==> src/rtl/window_pkg.sv <==
// window_pkg: shared types, coordinate width and round-robin pick for the window scheduler
package window_pkg;
  localparam int COORD_WIDTH = 16;
  typedef enum logic {IDLE, STREAM} sched_state_e;
  typedef struct packed {
    logic       found;
    logic [2:0] idx;
  } rr_pick_t;
  function automatic rr_pick_t rr_pick(input logic [7:0] req, input logic [2:0] prio);
    rr_pick_t   r;
    logic [2:0] k;
    r = '0;
    for (int i = 0; i < 8; i++) begin
      k = prio + 3'(i);
      if (!r.found && req[k]) begin
        r.found = 1'b1;
        r.idx   = k;
      end
    end
    return r;
  endfunction
endpackage

==> src/rtl/src_tag_fifo.sv <==
// src_tag_fifo: depth-2 source-id fifo with simultaneous push/pop
module src_tag_fifo #(
  parameter int WIDTH = 1
) (
  input  logic             clk_i,
  input  logic             rst_ni,
  input  logic             push_i,
  input  logic             pop_i,
  input  logic [WIDTH-1:0] data_i,
  output logic [WIDTH-1:0] head_o,
  output logic             full_o,
  output logic             empty_o
);
  logic [1:0][WIDTH-1:0] mem_q;
  logic                  wr_q, rd_q, wr, rd;
  logic [1:0]            cnt_q;
  assign full_o  = cnt_q == 2'd2;
  assign empty_o = cnt_q == 2'd0;
  assign head_o  = mem_q[rd_q];
  assign rd      = pop_i && !empty_o;
  assign wr      = push_i && (!full_o || rd);
  always_ff @(posedge clk_i) begin
    if (!rst_ni) begin
      mem_q <= '0;
      wr_q  <= 1'b0;
      rd_q  <= 1'b0;
      cnt_q <= 2'd0;
    end else begin
      if (wr) mem_q[wr_q] <= data_i;
      wr_q  <= wr_q ^ wr;
      rd_q  <= rd_q ^ rd;
      cnt_q <= cnt_q + 2'(wr) - 2'(rd);
    end
  end
endmodule

==> src/rtl/window_frame_scheduler.sv <==
// window_frame_scheduler: round-robin frame arbiter and coordinate sequencer in front of window_fetcher
module window_frame_scheduler
  import window_pkg::*;
#(
  parameter  int DATA_WIDTH   = 16,
  parameter  int IMAGE_WIDTH  = 64,
  parameter  int IMAGE_HEIGHT = 48,
  parameter  int NUM_SOURCES  = 2,
  localparam int SRC_ID_WIDTH = $clog2(NUM_SOURCES)
) (
  input  logic                                  clk_i,
  input  logic                                  rst_ni,
  input  logic [NUM_SOURCES-1:0][DATA_WIDTH-1:0] src_data_i,
  input  logic [NUM_SOURCES-1:0]                src_valid_i,
  output logic [NUM_SOURCES-1:0]                src_ready_o,
  output logic [DATA_WIDTH-1:0]                 data_o,
  output logic [COORD_WIDTH-1:0]                col_o,
  output logic [COORD_WIDTH-1:0]                row_o,
  output logic                                  valid_o,
  input  logic                                  win_valid_i,
  input  logic [COORD_WIDTH-1:0]                win_col_i,
  input  logic [COORD_WIDTH-1:0]                win_row_i,
  output logic [SRC_ID_WIDTH-1:0]               win_src_o,
  output logic                                  win_tag_valid_o,
  output logic                                  frame_done_o,
  output logic                                  busy_o,
  output logic                                  err_o
);
  localparam logic [COORD_WIDTH-1:0] COL_LAST = COORD_WIDTH'(IMAGE_WIDTH - 1);
  localparam logic [COORD_WIDTH-1:0] ROW_LAST = COORD_WIDTH'(IMAGE_HEIGHT - 1);
  sched_state_e             state_q;
  logic [SRC_ID_WIDTH-1:0]  grant_q, prio_q;
  logic [COORD_WIDTH-1:0]   col_q, row_q;
  logic                     lw_q, fifo_full, fifo_empty, push, pop, hs, col_end, last_px;
  rr_pick_t                 pick;
  assign pick            = rr_pick(8'(src_valid_i), 3'(prio_q));
  assign hs              = state_q == STREAM && src_valid_i[grant_q] && src_ready_o[grant_q];
  assign col_end         = col_q == COL_LAST;
  assign last_px         = hs && col_end && row_q == ROW_LAST;
  assign pop             = lw_q && !fifo_empty;
  assign push            = state_q == IDLE && pick.found && (!fifo_full || pop);
  assign frame_done_o    = pop;
  assign busy_o          = state_q == STREAM;
  assign win_tag_valid_o = !fifo_empty;
  src_tag_fifo #(.WIDTH(SRC_ID_WIDTH)) u_tag_fifo (
    .clk_i   (clk_i),
    .rst_ni  (rst_ni),
    .push_i  (push),
    .pop_i   (pop),
    .data_i  (SRC_ID_WIDTH'(pick.idx)),
    .head_o  (win_src_o),
    .full_o  (fifo_full),
    .empty_o (fifo_empty)
  );
  always_ff @(posedge clk_i) begin
    if (!rst_ni) begin
      state_q     <= IDLE;
      grant_q     <= '0;
      prio_q      <= '0;
      col_q       <= '0;
      row_q       <= '0;
      src_ready_o <= '0;
      data_o      <= '0;
      col_o       <= '0;
      row_o       <= '0;
      valid_o     <= 1'b0;
      lw_q        <= 1'b0;
      err_o       <= 1'b0;
    end else begin
      valid_o <= hs;
      lw_q    <= win_valid_i && win_col_i == COL_LAST && win_row_i == ROW_LAST;
      err_o   <= err_o | (lw_q && fifo_empty);
      if (hs) begin
        data_o <= src_data_i[grant_q];
        col_o  <= col_q;
        row_o  <= row_q;
        col_q  <= col_end ? '0 : col_q + 1'b1;
        row_q  <= col_end ? row_q + 1'b1 : row_q;
      end
      if (push) begin
        state_q     <= STREAM;
        grant_q     <= SRC_ID_WIDTH'(pick.idx);
        src_ready_o <= NUM_SOURCES'(1) << pick.idx;
        col_q       <= '0;
        row_q       <= '0;
      end
      if (last_px) begin
        state_q     <= IDLE;
        src_ready_o <= '0;
        prio_q      <= grant_q == SRC_ID_WIDTH'(NUM_SOURCES - 1) ? '0 : grant_q + 1'b1;
        col_q       <= '0;
        row_q       <= '0;
      end
    end
  end
endmodule

==> config.mk <==
export PLATFORM = sky130hd
export DESIGN_NAME = window_frame_scheduler
export DESIGN_NICKNAME = d
export VERILOG_FILES = /design/src/rtl/window_pkg.sv /design/src/rtl/src_tag_fifo.sv /design/src/rtl/window_frame_scheduler.sv
export SDC_FILE = /design/constraint.sdc
export NUM_CORES = 1
export LEC_CHECK = 0
export BUFFER_PORTS_ARGS = -buffer_cell sky130_fd_sc_hd__buf_4
export CAP_MARGIN = 25
export CORE_UTILIZATION = 26
export CTS_BUF_LIST = sky130_fd_sc_hd__clkbuf_16
export DETAILED_ROUTE_END_ITERATION = 16
export GPL_ROUTABILITY_DRIVEN = 0
export MAX_ROUTING_LAYER = met4
export SLEW_MARGIN = 20
export SYNTH_ARGS = -nofsm -noshare
export SYNTH_HDL_FRONTEND = slang
export SYNTH_SLANG_ARGS = --single-unit
export TNS_END_PERCENT = 10
==> constraint.sdc <==
create_clock -name clk_i -period 4.95 [get_ports clk_i]
set_input_delay 0.495 -clock clk_i [delete_from_list [all_inputs] [get_ports clk_i]]
set_output_delay 0.495 -clock clk_i [all_outputs]
set_load 0.05 [all_outputs]
# == Word level (Yosys, flattened, before mapping) ==
# Cells that the tools add are included.
# Widths: inputs -> output; s select.
# totals
regBits,94
latchBits,0
ramBits,0
romBits,0
inputBits,69
out_inout_bits,56
elab_cells,124
memories,0
# classes
add_sub_neg,12
mul,0
div_mod_pow,0
magnitude_cmp,12
n_eq_ne,5
shifts,1
n_mux,37
n_bitwise,5
n_reduce_logical,35
# op_table
operator,n
$eq 16x6->1 const B,4
$mux 16,3
$add 16x1->16 const B,2
$mux 4,8
$lt 3x4->1 const B,6
$bmux 1 s3,7
$logic_and 1x1->1,20
$mux 1,17
$logic_not 1->1,9
$add 1x2->3 const B,2
$add 1x3->3 const B,2
$lt 1x2->1 const B,3
$lt 1x4->1 const B,1
$lt 2x4->1 const B,1
$add 2x1->3 const B,1
$add 2x2->3 const B,1
$reduce_or 3->1,1
$shl 1x3->2 const A,1
$add 1x1->2 const B,1
$add 2x1->2,1
$bwmux 2,1
$eq 2x2->1 const B,1
$logic_not 2->1,1
$logic_or 1x1->1,2
9 further kinds,11

# == Depth between registers and ports, before layout ==
# Gate-level depths: netlist of run 1.
# depth
ltp_word,29
depth_mapped,9
ltp_nobuf,9

# == By module ==
# Synthesis of run 1 repeated with hierarchy kept, for this count alone.
# hier_totals
hier_cells,483
area_unflattened_um2,4219.0
# modules_own_cells
mod,instances,cells_each,area_each_um2,seq_area_each_um2
window_frame_scheduler,1,453,3898.7,1761.7
src_tag_fifo,1,30,320.3,120.1

# == Worst setup path after synthesis of run 1 ==
# Ideal clock, no wire load.
# synth_timing
kind,reg2reg
from,register u_tag_fifo.cnt_q[1]
to,register u_tag_fifo.cnt_q[1]
setup_ps,115
t_arrival_ps,2107
t_required_ps,4835
slack_ps,2728
path_stages_with_launch,10
n_path_buf,0
synth_period_minus_slack_ps,2222
path_cell_list,dfxtp_1 -> nor2_1 -> inv_1 -> and2_1 -> ha_1 -> inv_1 -> ha_1 -> xnor2_1 -> xnor2_1 -> and2_1
# synth_between
elab_chain_cells,8
elab_cells_between_ends,12
classes_between,2 x add/sub; 1 x eq/ne; 9 x reduce/logical
# synth_lines
element,line,source
from (decl),src_tag_fifo.sv:16,logic [1:0] cnt_q;
from (signal assigned),src_tag_fifo.sv:32,cnt_q <= cnt_q + 2'(wr) - 2'(rd);
$logic_not 2->1 (*),src_tag_fifo.sv:18,assign empty_o = cnt_q == 2'd0;
$logic_not 1->1 (*),--,
named net win_tag_valid_o,window_frame_scheduler.sv:24,"output logic win_tag_valid_o,"
$logic_and 1x1->1 (*),window_frame_scheduler.sv:40,assign pop = lw_q && !fifo_empty;
named net frame_done_o,window_frame_scheduler.sv:25,"output logic frame_done_o,"
$logic_or 1x1->1 / $logic_and 1x1->1 (equally long branches),"window_frame_scheduler.sv:41, src_tag_fifo.sv:20",
$logic_and 1x1->1 / $logic_or 1x1->1 (equally long branches),"window_frame_scheduler.sv:41, src_tag_fifo.sv:21",
$logic_and 1x1->1,src_tag_fifo.sv:21,assign wr = push_i && (!full_o || rd);
$add 2x1->2,src_tag_fifo.sv:32,
$sub 2x1->2 (*),src_tag_fifo.sv:32,
# Mark *: on every way through the listed nets, which the timed path passes. The rest lies on a longest branch.
# A chain may end at the register's enable or synchronous reset.

# == Final worst setup path of run 1 ==
# layout_timing
from,register row_q[0]
to,register col_q[2]
# layout_between
elab_chain_cells,3
# layout_lines
element,line,source
from (decl),window_frame_scheduler.sv:33,"logic [COORD_WIDTH-1:0] col_q, row_q;"
from (signal assigned),window_frame_scheduler.sv:78,row_q <= col_end ? row_q + 1'b1 : row_q;
$eq 16x6->1,window_frame_scheduler.sv:39,assign last_px = hs && col_end && row_q == ROW_LAST;
$logic_and 1x1->1,window_frame_scheduler.sv:39,
$reduce_or 3->1 (no source line),--,
to (signal assigned),window_frame_scheduler.sv:77,col_q <= col_end ? '0 : col_q + 1'b1;
to (decl),window_frame_scheduler.sv:33,
# Every way passes these cells.

==> flow_summary.toml, run 1 <==
[outcome]
outcome = "finished, final reports clean"

[route]
wl_mm = 11.5
avgViaCountPerCell = 4.87
vias = 4019
wire_per_inst_microns = 13.9
drt_iter0_drc = 208
drc = 0
ant_nets = 0
drtPass1Iterations = 4

[floorplan]
die_area_sq_um = 17500
row_count = 47
initial_core_util_pct = 26.6
io_pins = 125
die_h_microns = 132
core-area_sq_um = 16600
die_w_microns = 132

[layout]
multi_input_area_sq_um = 2350
antenna_cells = 0
fill_cells = 1727
finalNonFillerCells = 826
nets = 676
drive_gt1_share_pct = 26.4
area_delta_synth_final_pct = 32.2
regArea_sq_um = 1880

[setup_path]
cp-end-kind = "flop"
slowest_stage = "o31ai_2"
max_stage_delay_ps = 930
crit_required_ps = 5150
cp.arrival_ps = 2730
path_class = "reg -> reg"
startpoint_type = "flop"
path_max_fanout = 11
path_cells = "ha_1 > and3_1 > nand4_1 > o31ai_2 > nor2_1"

[clocking]
clk_path_buf_depth = 2
cts_hold_buf = 0
clk_pin_slew_ps = 60
cts_tree = "yes"
cts_buffers = 9
htreeDepth = 3
cts-root-buf = "clkbuf_16"
post_cts_buffers = 0
insertion_delay_ps = 340
cts_num_sinks = 94
cts_resized = 0

[timing]
finalSetupViolations = 0
final-max-slew-violation-count = 0
rsz0062_at_grt = "no"
skew_ps = 7.27
finalHoldViolCount = 0
max_slew.worst_pin.slew_ps = 970
fin_setup_tns_ps = 0
fmax_ghz = 0.394
period_needed_ps = 2540
maxSlewHeadroom_pct = 34.9
period_share_pct = 51.3

[place]
hpwl_mm = 8.38
dp_cells = 808
io_buffers = 124

[yosys]
syn_area_sq_um = 4400
ys_ff_latch = 94
synth_edf_count = 0
syn_inst = 492
seq_area_frac_synth_pct = 42.7
synth_warnings = 0
avgSynthCellArea_sq_um = 8.95
syn_nets = 567
ys.flop_type = "dfxtp_1"
async_flop_share_pct = 0
synth_cell_type_count = 61

[global_route]
grt-ovfl-total = 0
met2_usage_pct = 22.8
grt_usage_pct = 13.6
use_met3_pct = 3.27
grt_pass1_wl_mm = 18.9
grt_pass1_vias = 4014
use_met1_pct = 16.0
antenna_found_initial = 0
busiest_layer = "met2"
grt_max_degree = 64

[power]
peakVddDrop_uv = 211
p_per_area_nw_per_um2 = 293
total_power_w = 0.00170
p_leak_nw = 2.31

[flow_run]
cap_violations = 0

[hold_path]
holdCritPathClass = "in -> reg"
-- kinds of logic (layout without fill, tap and decap cells) --
kind of cell | Yosys count | count (layout) | share of synthesized area (%)
compound gates | 116 | 116 | 19.5
buf+inv | 40 | 154 | 4.12
fa+ha+maj | 6 | 6 | 1.70
xor+xnor | 8 | 8 | 1.59
mux | 22 | 22 | 5.03
simple gates | 206 | 206 | 25.4
flops | 94 | 94 | 42.7
-- synthesized netlist by cell type (3+ instances only) --
| cell | instances | area, sq um |
|---|---|---|
| nand2_1 | 97 | 364 |
| dfxtp_1 | 94 | 1880 |
| a21boi_0 | 34 | 255 |
| a21oi_1 | 25 | 125 |
| mux2i_1 | 21 | 210 |
| o211a_1 | 16 | 160 |
| nand3_1 | 15 | 75.1 |
| buf_2 | 12 | 60.1 |
| nor2_1 | 12 | 45.0 |
| clkbuf_1 | 10 | 37.5 |
| inv_1 | 10 | 37.5 |
| nand4_1 | 10 | 62.6 |
| o21ai_0 | 10 | 50.1 |
| o31ai_1 | 10 | 75.1 |
| or4_1 | 10 | 75.1 |
| nor4_1 | 7 | 43.8 |
| xnor2_1 | 7 | 61.3 |
| ha_1 | 6 | 75.1 |
| or3_1 | 6 | 37.5 |
| and2_1 | 5 | 31.3 |
| and4_1 | 5 | 43.8 |
| nor2b_1 | 5 | 31.3 |
| buf_1 | 4 | 15.0 |
| nor3_1 | 4 | 20.0 |
| a211oi_1 | 3 | 22.5 |
| and3_1 | 3 | 18.8 |
| nand2b_1 | 3 | 18.8 |
| nand3b_1 | 3 | 22.5 |
| nand4b_1 | 3 | 26.3 |
-- worst max-delay path, delay by kind of cell, from the launching register on --
family / cells / cell delay, ps
AO/OA/AOI/OAI: 1 / 930
adder cells (fa/ha/maj): 1 / 200
flip-flops: 1 / 420
AND/OR/NAND/NOR: 3 / 840
-- final timing paths --
| kind | depth (start not counted) | start | slack (ps) | end |
|---|---|---|---|---|
| worst max-delay path | 5 | row_q[0] | 2410 | col_q[2] |
| worst min-delay path | 2 | win_col_i[15] | 310 | lw_q |
| worst max register to register | 5 | row_q[0] | 2410 | col_q[2] |
| worst min register to register | 2 | col_o[10] | 470 | col_o[10] |
-- placed cells by master, fill, tap and decap left out, types with 10 or more instances in the layout --
| master | n |
|---|---|
| dfxtp_1 | 94 |
| nand4_1 | 10 |
| nand2_1 | 96 |
| inv_1 | 11 |
| mux2i_1 | 21 |
| o31ai_1 | 10 |
| a21oi_1 | 25 |
| a21boi_0 | 34 |
| or4_1 | 10 |
| o21ai_0 | 10 |
| nand3_1 | 15 |
| o211a_1 | 16 |
| buf_4 | 126 |
| nor2_1 | 11 |
-- report_power, final --
part	internal, W	leakage (nW)	total, W	switching [W]
clock network	0.000388	0.138	0.000679	0.000291
registers	0.000775	0.759	0.000790	0.0000155
logic	0.0000993	1.41	0.000235	0.000136
total	0.00126	2.31	0.00170	0.000442
-- area by class of cell --
type                       instances  share of cell area (%)
inverter                          10                   0.644
sequential                        94                    32.3
multi-input combinational        358                    40.4
clock inverter                     7                    1.12
tap                              220                    4.73
timing repair buffer             128                    17.0
clock buffer                       9                    3.87
-- flip-flops by register name, summed over array words and instances, names as in the netlist --
name              cells
col_q                16
prio_q                1
col_o                16
src_ready_o           2
u_tag_fifo.mem_q      2
data_o               16
lw_q                  1
row_q                16
valid_o               1
err_o                 1
busy_o                1
u_tag_fifo.wr_q       1
row_o                16
u_tag_fifo.rd_q       1
grant_q               1
u_tag_fifo.cnt_q      2
-- per-stage QoR --
step                worst slack, ps  utilization (%)  hold WS (ps)  area (sq um)
finish                         2410             35.1           311          5820
global route                   2230             35.1           298          5820
CTS                            1940             35.0           301          5800
detailed placement             1980             33.2           463          5510
global placement               2050             33.1           445          5480
floorplan                      2730                -           435          4400
-- routing by layer --
metal,vias up,wire [microns]
met5,-,0
met4,0,118
met3,13,570
met2,114,5560
met1,1884,5200
li1,2008,-
Note: power is estimated with default switching activity, not from simulation.
==> run 2: changes to the inputs <==
--- a/config.mk
+++ b/config.mk
@@ -5,6 +5,7 @@
 export SDC_FILE = /design/constraint.sdc
 export NUM_CORES = 1
 export LEC_CHECK = 0
+export ABC_AREA = 1
 export BUFFER_PORTS_ARGS = -buffer_cell sky130_fd_sc_hd__buf_4
 export CAP_MARGIN = 25
 export CORE_UTILIZATION = 26
==> constraint.sdc (replaced) <==
create_clock -name clk_i -period 2.4 [get_ports clk_i]
set_input_delay 0.24 -clock clk_i [delete_from_list [all_inputs] [get_ports clk_i]]
set_output_delay 0.24 -clock clk_i [all_outputs]
set_load 0.05 [all_outputs]
==> run 2 against run 1 <==
  * Clock power grew 84%
  * Register-to-register slack lost 2100 ps
  * Non-clock buffer count grew 5
  * Core utilization grew 0.60 points
  * Setup slack lost 2100 ps
  * Cell area shrank 1.5%
  * Critical path type unchanged
  * Largest power group unchanged
  * Highest routed layer unchanged
==> flow_summary.toml, run 2 <==
[route]
vias = 4177
drc = 0
drtPass1Iterations = 6
wl_mm = 11.0
avgViaCountPerCell = 4.39
wire_per_inst_microns = 11.6
drt_iter0_drc = 332
ant_nets = 0

[yosys]
synth_cell_type_count = 33
syn_nets = 691
synth_top_area_share_pct = 43.5
seq_area_frac_synth_pct = 43.5
ys_ff_latch = 94
ys.flop_type = "dfxtp_1"
syn_inst = 616
async_flop_share_pct = 0
synth_edf_count = 0
avgSynthCellArea_sq_um = 7.02
synth_warnings = 0
syn_area_sq_um = 4330
synth.most_common_cell = "nand2_1"
yosys-top-cells-area = "dfxtp_1 (43%), nand2_1 (14%), nor2_1 (7.5%), o21ai_0 (5.8%), a21oi_1 (5.6%)"
synth_common_cells = "nand2_1 (159), dfxtp_1 (94), nor2_1 (87), o21ai_0 (50), a21oi_1 (48)"
netlist.top_cell.by_area = "dfxtp_1"

[clocking]
clk_pin_slew_ps = 60
cts_tree = "yes"
post_cts_buffers = 0
clk_path_buf_depth = 2
cts_num_sinks = 94
cts_buffers = 9
insertion_delay_ps = 340
cts-root-buf = "clkbuf_16"
htreeDepth = 3
cts_resized = 0
cts_hold_buf = 0

[global_route]
grt_usage_pct = 14.2
grt_pass1_wl_mm = 18.3
grt_max_degree = 61
grt-ovfl-total = 0
antenna_found_initial = 0
grt_pass1_vias = 3904

[floorplan]
row_count = 46
io_pins = 125
core-area_sq_um = 16100
die_h_microns = 131
die_area_sq_um = 17200
initial_core_util_pct = 26.9
die_w_microns = 131

[setup_path]
path_cells = "ha_1 > nand2_1 > nor2_2 > nand3_1 > nor2_1 > nand2_2 > nand2_2 > buf_12 > a21oi_1"
cp_common_cell = "nand2_2"
max_stage_delay_ps = 420
crit_required_ps = 2630
path_max_fanout = 16
path_buf_inv = 1
slowest_stage = "dfxtp_1"
cp-end-kind = "flop"
critical-path-top-delay-family = "simple AND/OR/NAND/NOR gates"
path_class = "reg -> reg"
cp.arrival_ps = 2280
startpoint_type = "flop"

[layout]
drive_gt1_share_pct = 21.3
multi_input_area_sq_um = 2140
nets = 808
final_common_cell = "nand2_1"
final_cell_mix = "nand2_1 (159), buf_4 (131), dfxtp_1 (94)"
area_delta_synth_final_pct = 32.6
fill_cells = 1727
antenna_cells = 0
regArea_sq_um = 1880

[power]
total_power_w = 0.00350
p_per_area_nw_per_um2 = 610
peakVddDrop_uv = 334
p_leak_nw = 2.45

[outcome]
outcome = "finished, final reports clean"

[timing]
period_share_pct = 85.3
fin_setup_tns_ps = 0
finalSetupViolations = 0
fmax_ghz = 0.489
max_slew.worst_pin.slew_ps = 467
period_needed_ps = 2050
finalHoldViolCount = 0
rsz0062_at_grt = "no"
skew_ps = 6.59
final-max-slew-violation-count = 0
maxSlewHeadroom_pct = 68.8

[hold_path]
holdCritPathClass = "in -> reg"

[place]
io_buffers = 124
hpwl_mm = 8.11

[flow_run]
cap_violations = 0
## run 2: changes by cell type after synthesis, moves of 10 or more
cell      delta
nor2_1      +75
nand2_1     +62
o21ai_0     +40
a21boi_0    -34
inv_1       +34
a21oi_1     +23
mux2i_1     -21
a31oi_1     +17
o211a_1     -16
nand3_1     +15
xor2_1      +11
o31ai_1     -10
or4_1       -10
## run 2: cells by family (layout without fill, tap and decap cells)
logic type / Yosys count / count (layout) / synth area share [%]
xor gates and xnor gates: 13 / 13 / 2.63
adders and majority gates: 6 / 6 / 1.74
buffers and inverters: 73 / 193 / 7.06
DFF: 94 / 94 / 43.5
and+or+nand+nor: 311 / 311 / 30.4
AOI/OAI and AO/OA: 119 / 119 / 14.7
## run 2: area by class of cell
cell class	instances	share of cell area, %
inverter	46	3.05
timing repair buffer	133	17.8
clock buffer	9	3.93
multi-input combinational	449	37.3
clock inverter	5	0.371
sequential	94	32.8
tap	216	4.71
## run 2: metrics by stage
step / instances / hold slack (ps) / setup WS, ps / utilization [%] / cell area [sq um]
after floorplan: 616 / 399 / 249 / - / 4330
after global placement: 938 / 445 / 481 / 34.2 / 5490
after detailed placement: 938 / 450 / 377 / 34.2 / 5490
after CTS: 952 / 140 / 356 / 35.7 / 5740
after global routing: 952 / 157 / 225 / 35.7 / 5740
final: 952 / 150 / 354 / 35.7 / 5740
## run 2: per-layer routing
| metal | share of wire [%] | vias to the layer above | track usage [%] | routed length [microns] |
|---|---|---|---|---|
| met5 | 0 | - | - | 0 |
| met2 | 44 | 104 | 21.6 | 4900 |
| met3 | 5.6 | 12 | 4.28 | 621 |
| met1 | 49 | 1813 | 18.0 | 5400 |
| li1 | - | 2248 | - | - |
| met4 | 1.1 | 0 | 4.26 | 125 |
## run 2: path summary, 6_finish.rpt
kind,from,end,cells past startpoint,slack [ps]
setup reg to reg,row_q[0],col_q[7],9,350
setup / recovery,row_q[0],col_q[7],9,350
hold / removal,win_row_i[9],lw_q,4,150
hold reg to reg,u_tag_fifo.cnt_q[1],u_tag_fifo.cnt_q[1],1,460
## run 2: where the power goes
| part | internal, W | leakage, nW | total (W) | switching, W |
|---|---|---|---|---|
| combinational | 0.000215 | 1.56 | 0.000590 | 0.000375 |
| sequential | 0.00162 | 0.761 | 0.00166 | 0.0000367 |
| clock | 0.000676 | 0.131 | 0.00125 | 0.000573 |
| total | 0.00251 | 2.45 | 0.00350 | 0.000985 |
## run 2: tightest hold or removal path: cells and delay by family
family / cells / cell delay, ps
buffers and inverters: 1 / 70
and+or+nand+nor: 3 / 140
==> run 3: changes to the inputs <==
--- a/config.mk
+++ b/config.mk
@@ -8,6 +8,7 @@
 export ABC_AREA = 1
 export BUFFER_PORTS_ARGS = -buffer_cell sky130_fd_sc_hd__buf_4
 export CAP_MARGIN = 25
+export CORE_ASPECT_RATIO = 2
 export CORE_UTILIZATION = 26
 export CTS_BUF_LIST = sky130_fd_sc_hd__clkbuf_16
 export DETAILED_ROUTE_END_ITERATION = 16
==> constraint.sdc (replaced) <==
create_clock -name clk_i -period 2 [get_ports clk_i]
set_input_delay 0.2 -clock clk_i [delete_from_list [all_inputs] [get_ports clk_i]]
set_output_delay 0.2 -clock clk_i [all_outputs]
set_load 0.05 [all_outputs]
==> run 3 against run 2 <==
  * Clock skew about the same
  * Cell area is 2.0% higher
  * Combinational power grew 22%
  * Core utilization increased by 0.25 points
  * Flip-flop and latch count did not move
  * Hold slack worse by 39 ps
  * Register-to-register slack lost 120 ps
  * Final cell count fell by 0.11%
  * Critical path type unchanged
==> flow_summary.toml, run 3 (synthesized netlist as in run 2, its figures left out) <==
[floorplan]
die_w_microns = 93.2
initial_core_util_pct = 26.6
core-area_sq_um = 16300
io_pins = 125
row_count = 66
die_h_microns = 184
die_area_sq_um = 17200

[clocking]
cts_tree = "yes"
clk_pin_slew_ps = 70
cts_num_sinks = 94
htreeDepth = 3
cts_buffers = 9
cts_resized = 0
cts_hold_buf = 0
post_cts_buffers = 0
clk_path_buf_depth = 2
cts-root-buf = "clkbuf_16"
insertion_delay_ps = 350

[global_route]
antenna_found_initial = 0
grt_pass1_wl_mm = 19.1
grt_usage_pct = 14.6
grt_pass1_vias = 4025
grt_max_degree = 50
grt-ovfl-total = 0

[setup_path]
regToRegSetupSlack_ps = 230
startpoint_type = "flop"
crit_required_ps = 2280
path_max_fanout = 4
cp_common_cell = "inv_1"
cp-end-kind = "flop"
slowest_stage = "dfxtp_2"
critical-path-top-delay-family = "adder cells"
path_buf_inv = 3
path_cells = "inv_1 > o21ai_0 > nor2_1 > inv_1 > ha_1 > inv_1 > ha_1 > xor2_1 > o21ai_0 > a21oi_1"
path_class = "reg -> reg"
max_stage_delay_ps = 340
cp.arrival_ps = 2050

[timing]
fin_setup_tns_ps = 0
period_share_pct = 88.5
skew_ps = 7.07
final-max-slew-violation-count = 0
max_slew.worst_pin.slew_ps = 450
fmax_ghz = 0.565
maxSlewHeadroom_pct = 70.0
period_needed_ps = 1770
hold_slack_ps = 112
rsz0062_at_grt = "no"
finalHoldViolCount = 0
finalSetupViolations = 0

[layout]
fin_util_pct = 36.0
final_cell_mix = "nand2_1 (157), buf_4 (142), dfxtp_1 (93)"
drive_gt1_share_pct = 23.4
final_common_cell = "nand2_1"
finalNonFillerCells = 951
nets = 817
antenna_cells = 0
area_delta_synth_final_pct = 35.3

[route]
avgViaCountPerCell = 4.55
drtPass1Iterations = 4
wire_per_inst_microns = 12.4
ant_nets = 0
wl_mm = 11.8
vias = 4330
drc = 0
drt_iter0_drc = 194

[power]
swShare_pct = 27.9
internal-power_w = 0.00331
power_frac_seq_pct = 43.4
switching_power_w = 0.00128
p_per_area_nw_per_um2 = 784
peakVddDrop_uv = 393
clockPowerShare_pct = 40.9
p_leak_nw = 2.50
p_comb_share_pct = 15.7

[place]
hpwl_mm = 8.85
io_buffers = 124
dp_cells = 935

[hold_path]
holdCritPathClass = "in -> reg"

[outcome]
outcome = "finished, final reports clean"

[flow_run]
cap_violations = 0
run 3: changes by cell type in the layout (fill, tap and decap cells not counted), sizes merged:
cell,delta
bufinv,+2
clkinv,-1
buf,+9
inv,-1
clkinvlp,+2
run 3: tightest hold or removal path, cell delays in order:
cell,delay [ps]
buf_4,80
nor4b_1,40
nand3_1,60
nor2_1,40
run 3: per-stage QoR:
stage          area [sq um]  setup slack (ps)  total power [W]
3_3_place_gp           5530               259          0.00276
4_1_cts                5850               206          0.00462
6_report               5850               230          0.00459
3_5_place_dp           5530               230          0.00276
2_1_floorplan          4340              4.44          0.00248
5_1_grt                5850              22.3          0.00478
run 3: power groups by stage:
stage / sequential [W] / clock [W] / combinational, W
final: 0.00199 / 0.00188 / 0.000719
after global routing: 0.00200 / 0.00199 / 0.000783
after CTS: 0.00199 / 0.00190 / 0.000727
after detailed placement: 0.00204 / 0 / 0.000726
after global placement: 0.00203 / 0 / 0.000725
after floorplan: 0.00221 / 0 / 0.000269
run 3: worst paths after layout:
check	start	cells past startpoint	endpoint
max reg2reg	busy_o	10	u_tag_fifo.cnt_q[1]
min reg2reg	col_o[12]	2	col_o[12]
max	busy_o	10	u_tag_fifo.cnt_q[1]
min	win_row_i[9]	4	lw_q
run 3: layer usage:
metal	vias up	global-route usage, %	share of wire (%)
li1	2266	-	-
met1	1916	16.0	42
met2	115	25.2	51
met3	33	2.23	3.5
met4	0	7.32	3.3
met5	-	-	0
run 3: final cells by class:
| cell class | count | area (sq um) |
|---|---|---|
| tap | 204 | 255 |
| timing repair buffer | 142 | 1070 |
| fill | 1743 | 10400 |
| sequential | 94 | 1880 |
| multi-input combinational | 449 | 2150 |
| inverter | 46 | 179 |
| clock buffer | 9 | 225 |
| clock inverter | 7 | 97.6 |
